$ cat config.mk
export PLATFORM = sky130hd
export DESIGN_NAME = mean_calculator
export DESIGN_NICKNAME = d
export VERILOG_FILES = /design/src/rtl/mean_calculator.sv
export SDC_FILE = /design/constraint.sdc
export NUM_CORES = 1
export LEC_CHECK = 0
export BUFFER_PORTS_ARGS = -buffer_cell sky130_fd_sc_hd__buf_2
export CAP_MARGIN = 20
export CORE_UTILIZATION = 37
export CTS_CLUSTER_SIZE = 8
export DETAILED_ROUTE_END_ITERATION = 8
export GPL_TIMING_DRIVEN = 1
export PLACE_DENSITY = 0.56
export RECOVER_POWER = 100
export SETUP_SLACK_MARGIN = 0.5
export SYNTH_ARGS = -nofsm -noshare
export SYNTH_HDL_FRONTEND = slang
export SYNTH_SLANG_ARGS = --single-unit
export TNS_END_PERCENT = 1
$ cat constraint.sdc
create_clock -name clk -period 6.47 [get_ports clk]
set_clock_uncertainty 0.05 [all_clocks]
set_input_delay 0.9705 -clock clk [delete_from_list [all_inputs] [get_ports clk]]
set_output_delay 0.9705 -clock clk [all_outputs]
set_load 0.01 [all_outputs]
$ cat src/rtl/mean_calculator.sv
// Accumulates N_SAMPLES signed X/Y samples, then divides each sum by N_SAMPLES with a restoring divider.
// Optional MEAN_CALCULATOR_ROUND_EN: round half away from zero instead of truncating toward zero.
module mean_calculator #(
  parameter int DATA_W    = 20,
  parameter int N_SAMPLES = 150,
  parameter int CNT_W     = 8,
  parameter int ACC_W     = DATA_W + CNT_W
) (
  input  logic              clk,
  input  logic              rst,
  input  logic              start,
  input  logic              dataValid,
  input  logic [DATA_W-1:0] xIn,
  input  logic [DATA_W-1:0] yIn,
  output logic              ready,
  output logic              done,
  output logic [DATA_W-1:0] xMean,
  output logic [DATA_W-1:0] yMean
);

  localparam int BIT_W = $clog2(ACC_W + 1);
  localparam logic [CNT_W-1:0] CNT_LAST = CNT_W'(N_SAMPLES - 1);
  localparam logic [BIT_W-1:0] BIT_LAST = BIT_W'(ACC_W - 1);
  localparam logic [CNT_W:0]   DIVISOR  = (CNT_W + 1)'(N_SAMPLES);

  typedef enum logic [1:0] {IDLE, ACC, DIV, DONE} state_t;

  state_t            state_q, state_nx;
  logic [CNT_W-1:0]  cnt_q;
  logic [BIT_W-1:0]  bit_q;
  logic              take;
  logic              last;
  logic              bit_last;

  assign take     = (state_q == ACC) && dataValid;
  assign last     = take && (cnt_q == CNT_LAST);
  assign bit_last = (state_q == DIV) && (bit_q == BIT_LAST);

  assign ready = (state_q == IDLE);
  assign done  = (state_q == DONE);

  always_ff @(posedge clk or posedge rst) begin
    if (rst) begin
      state_q <= IDLE;
    end else begin
      state_q <= state_nx;
    end
  end

  always_comb begin
    state_nx = state_q;
    case (state_q)
      IDLE:    if (start)    state_nx = ACC;
      ACC:     if (last)     state_nx = DIV;
      DIV:     if (bit_last) state_nx = DONE;
      DONE:                  state_nx = IDLE;
      default:               state_nx = IDLE;
    endcase
  end

  always_ff @(posedge clk or posedge rst) begin
    if (rst) begin
      cnt_q <= '0;
      bit_q <= '0;
    end else begin
      if ((state_q == IDLE) && start) begin
        cnt_q <= '0;
      end else if (take) begin
        cnt_q <= cnt_q + CNT_W'(1);
      end
      if (last) begin
        bit_q <= '0;
      end else if (state_q == DIV) begin
        bit_q <= bit_q + BIT_W'(1);
      end
    end
  end

  for (genvar i = 0; i < 2; i++) begin : g_axis
    logic [DATA_W-1:0] din;
    logic [ACC_W-1:0]  acc_q, acc_nx, mag_nx;
    logic [ACC_W-1:0]  quo_q, quo_nx, mag_fin;
    logic [CNT_W-1:0]  rem_q, rem_nx;
    logic [CNT_W:0]    trial;
    logic              fits;
    logic              neg_q;
    logic [DATA_W-1:0] mean_q, mean_nx;

    assign din = (i == 0) ? xIn : yIn;

    always_comb begin
      acc_nx = acc_q + {{CNT_W{din[DATA_W-1]}}, din};
      mag_nx = acc_nx[ACC_W-1] ? (~acc_nx + ACC_W'(1)) : acc_nx;
      // Remainder stays below N_SAMPLES, so CNT_W bits hold it and trial needs one more.
      trial  = {rem_q, quo_q[ACC_W-1]};
      fits   = (trial >= DIVISOR);
      rem_nx = fits ? CNT_W'(trial - DIVISOR) : trial[CNT_W-1:0];
      quo_nx = {quo_q[ACC_W-2:0], fits};
      mag_fin = quo_nx;
`ifdef MEAN_CALCULATOR_ROUND_EN
      if ({rem_nx, 1'b0} >= DIVISOR) begin
        mag_fin = quo_nx + ACC_W'(1);
      end
`endif
      mean_nx = neg_q ? DATA_W'(~mag_fin + ACC_W'(1)) : DATA_W'(mag_fin);
    end

    always_ff @(posedge clk or posedge rst) begin
      if (rst) begin
        acc_q  <= '0;
        quo_q  <= '0;
        rem_q  <= '0;
        neg_q  <= 1'b0;
        mean_q <= '0;
      end else begin
        if ((state_q == IDLE) && start) begin
          acc_q <= '0;
        end else if (take) begin
          acc_q <= acc_nx;
          // Divider is loaded on the same edge that accepts the final sample.
          if (last) begin
            quo_q <= mag_nx;
            rem_q <= '0;
            neg_q <= acc_nx[ACC_W-1];
          end
        end else if (state_q == DIV) begin
          quo_q <= quo_nx;
          rem_q <= rem_nx;
          if (bit_last) begin
            mean_q <= mean_nx;
          end
        end
      end
    end

    if (i == 0) begin : g_x
      assign xMean = mean_q;
    end else begin : g_y
      assign yMean = mean_q;
    end
  end

endmodule

==> flow_metrics.tcl <==
set metrics [dict create \
    synth_area_per_cell_um2 8.13 \
    max_clock_freq_ghz 0.195 \
    r2r_setup_slack_ns 1.35 \
    worst-path-max-fanout 65 \
    p_per_area_mw_per_mm2 494 \
    path_cells "inv_1 > ha_1 > and2_2 > clkbuf_1 > nor4_2 > buf_4 > nor2_4 > buf_16 > a21oi_1 > o22ai_1" \
    violations "capacitance limit, slew limit" \
    gp_congestion 0.855 \
    yosysTopAreaCellShare 0.355 \
    setup_viol 0 \
    synthArstFlopShare 1.00 \
    synth_edf_count 0 \
    slew_violations 150 \
    placed_cell_area_mm2 0.0139 \
    synth_nets 1717 \
    synth_area_leader_cell "dfrtp_1" \
    routedWlPerCell_um 17.0 \
    grt_use_total 0.205 \
    yosys-top-cells-count "nand2_1, dfrtp_1, nor2_1" \
    status "complete, but fails checks" \
    ys.flop_type "dfrtp_1" \
    ctsLongestPathBuffers 2 \
    cts_sinks 185 \
    cp.required_ns 6.77 \
    cts.clk_slew.worst_paths_ns 0.08 \
    drc 0 \
    synth-xor-area-share 0.0907 \
    leakagePower_uw 0.00614 \
    min_period_ns 5.12 \
    dr_total_vias 11800 \
    synth_top_family_by_area "compound AO/OA/AOI/OAI gates" \
    synth_area_leaders "dfrtp_1, ha_1, nand2_1" \
    fin_ws_ns 1.35 \
    antenna_found_initial 0 \
    timing.final.crit_share 0.791 \
    min_path_type "flip-flop to flip-flop" \
    coreArea_mm2 0.0346 \
    dp_hpwl_um 25200 \
    clockRootBuffer "clkbuf_16" \
    num_antenna_cells 0 \
    area_growth_pct 10.5 \
    worst_setup_path_end_kind "flip-flop" \
    cts_buffers 17 \
    hold_viol 0 \
    grt_max_degree 176 \
    nFillCells 3513 \
    maxCapViolCount 3 \
    yosys_warnings 0 \
    die_y_um 190 \
    pre_cts_ws_ns 1.54 \
    max-vdd-ir-drop_mv 0.222 \
    floorplan.initialDensity 0.376 \
    max_stage_delay_ns 2.46 \
    slew_headroom -1.36 \
    nets 1748 \
    rsz0062_at_grt "no" \
    via_per_inst 5.59 \
    tightest_slew_ns 3.53 \
    stdcell_area_mm2 0.0144 \
    cts_setup_buffers 0 \
    netlist_area_mm2 0.0130 \
    synth.area.mux_share 0.00538 \
    worstSetupPathType "flip-flop to flip-flop" \
    synth_most_common_cell "nand2_1" \
    drive_above_1_share 0.0680 \
    grt_pass1_wl_um 59300 \
    grt-ovfl-total 0 \
    io_buffers 85 \
    wl_um 35700 \
    synth_compound_area_frac 0.239 \
    setup_tns_ns 0 \
    synthSimpleGateAreaFrac 0.208 \
    clk_latency_ns 0.46 \
    cts_tree "yes" \
    cts-hold-fix-buffers 0 \
    postSynthCellCount 1604 \
    rows 68 \
    grt_pass1_vias 11000 \
    initialDrtViolationCount 959 \
    io_pins 86 \
    antenna_left 0 \
    synthAdderAreaFrac 0.0674 \
    crit_path_start_kind "flip-flop" \
    die_area_mm2 0.0360 \
    ys_types 74 \
    ys_ff_latch 185 \
    cts_resized 0 \
    synth_seq_area_share 0.355 \
    fp.dieW_um 190 \
    arrival_ns 5.42 \
    whs_ns 0.427 \
    first_pass_iters 5 \
    htree_levels 4 \
    slowest_stage "clkbuf_1" \
]
## cell families after synthesis
| group | Yosys count |
|---|---|
| AOI/OAI and AO/OA | 504 |
| xor gates and xnor gates | 135 |
| adders and majority gates | 69 |
| buffers and inverters | 120 |
| DFF | 185 |
| muxes | 7 |
| and+or+nand+nor | 584 |
## final timing paths
check	cells after the start	from	endpoint
min	2	yMean[14]	yMean[14]
min reg2reg	2	yMean[14]	yMean[14]
max in group asynchronous	3	rst	g_axis[0].acc_q[12]
max reg2reg	10	state_q[0]	g_axis[0].quo_q[26]
max	10	state_q[0]	g_axis[0].quo_q[26]
min in group asynchronous	2	rst	yMean[19]
## registers in the layout (all words and copies together), names as in the netlist
| register | flops |
|---|---|
| state_q | 2 |
| g_axis.neg_q | 2 |
| g_axis.rem_q | 16 |
| bit_q | 5 |
| cnt_q | 8 |
| g_axis.quo_q | 56 |
| xMean | 20 |
| yMean | 20 |
| g_axis.acc_q | 56 |
## power by group
part	switching (µW)	internal, µW	leakage [µW]
sequential	380	1590	0.00238
clock	552	519	0.000280
combinational	2530	1550	0.00348
## per-layer routing
metal  GRT usage  vias to the layer above  part of all wire
li1            -                     5859                 -
met1       0.323                     5552              0.53
met2       0.285                      302              0.40
met3      0.0308                       40             0.050
met4      0.0580                        0             0.015
met5           0                        -                 0
## layout make-up
| class | instances | area [µm²] | share of cell area |
|---|---|---|---|
| Multi-Input combinational cell | 1299 | 7970 | 0.554 |
| Sequential cell | 185 | 4630 | 0.322 |
| Tap cell | 455 | 569 | 0.0395 |
| Timing Repair Buffer | 105 | 549 | 0.0381 |
| Clock buffer | 17 | 425 | 0.0295 |
| Clock inverter | 15 | 149 | 0.0103 |
| Inverter | 27 | 103 | 0.00713 |
## cell usage in the layout, fill, tap and decap left out, types with 5 or more instances in the layout
cell type	netlist	routed
and4_1	7	7
nand3_1	43	43
or4_1	9	9
a211oi_1	17	17
xnor2_1	64	64
o21ai_0	148	148
nor2_1	151	150
xor2_1	71	71
mux2i_1	7	7
inv_1	27	26
o31ai_1	22	22
nand2b_1	9	9
o2111ai_1	5	5
buf_4	0	11
o22ai_1	23	23
o21bai_1	8	8
nor2b_1	9	9
o21a_1	9	9
and3_1	21	21
buf_2	1	42
a21oi_1	148	148
or3_1	19	19
and2_1	13	11
o41ai_1	9	9
nand4_1	23	23
a31oi_1	16	16
ha_1	67	67
nor3_1	36	35
nand2_1	216	216
a21o_1	32	32
clkbuf_1	79	47
clkbuf_16	0	17
inv_8	0	8
a41oi_1	5	5
or2_2	6	6
a211o_1	6	6
o211ai_1	12	12
dfrtp_1	185	185
nor4_1	8	7
## stage by stage
step	utilization	cells	power [µW]
2_1_floorplan	-	1604	4880
3_3_place_gp	0.400	2066	5960
3_5_place_dp	0.400	2067	6020
4_1_cts	0.417	2099	7130
5_1_grt	0.416	2103	7740
6_report	0.416	2103	7110
## worst max-delay path, delay by kind of cell, from the launching register on
family | cells | cell delay (ns)
buf+inv | 4 | 3.14
fa+ha+maj | 1 | 0.24
simple gates | 3 | 0.89
flops | 1 | 0.42
compound gates | 2 | 0.24
Power figures use the tool's default switching activity.
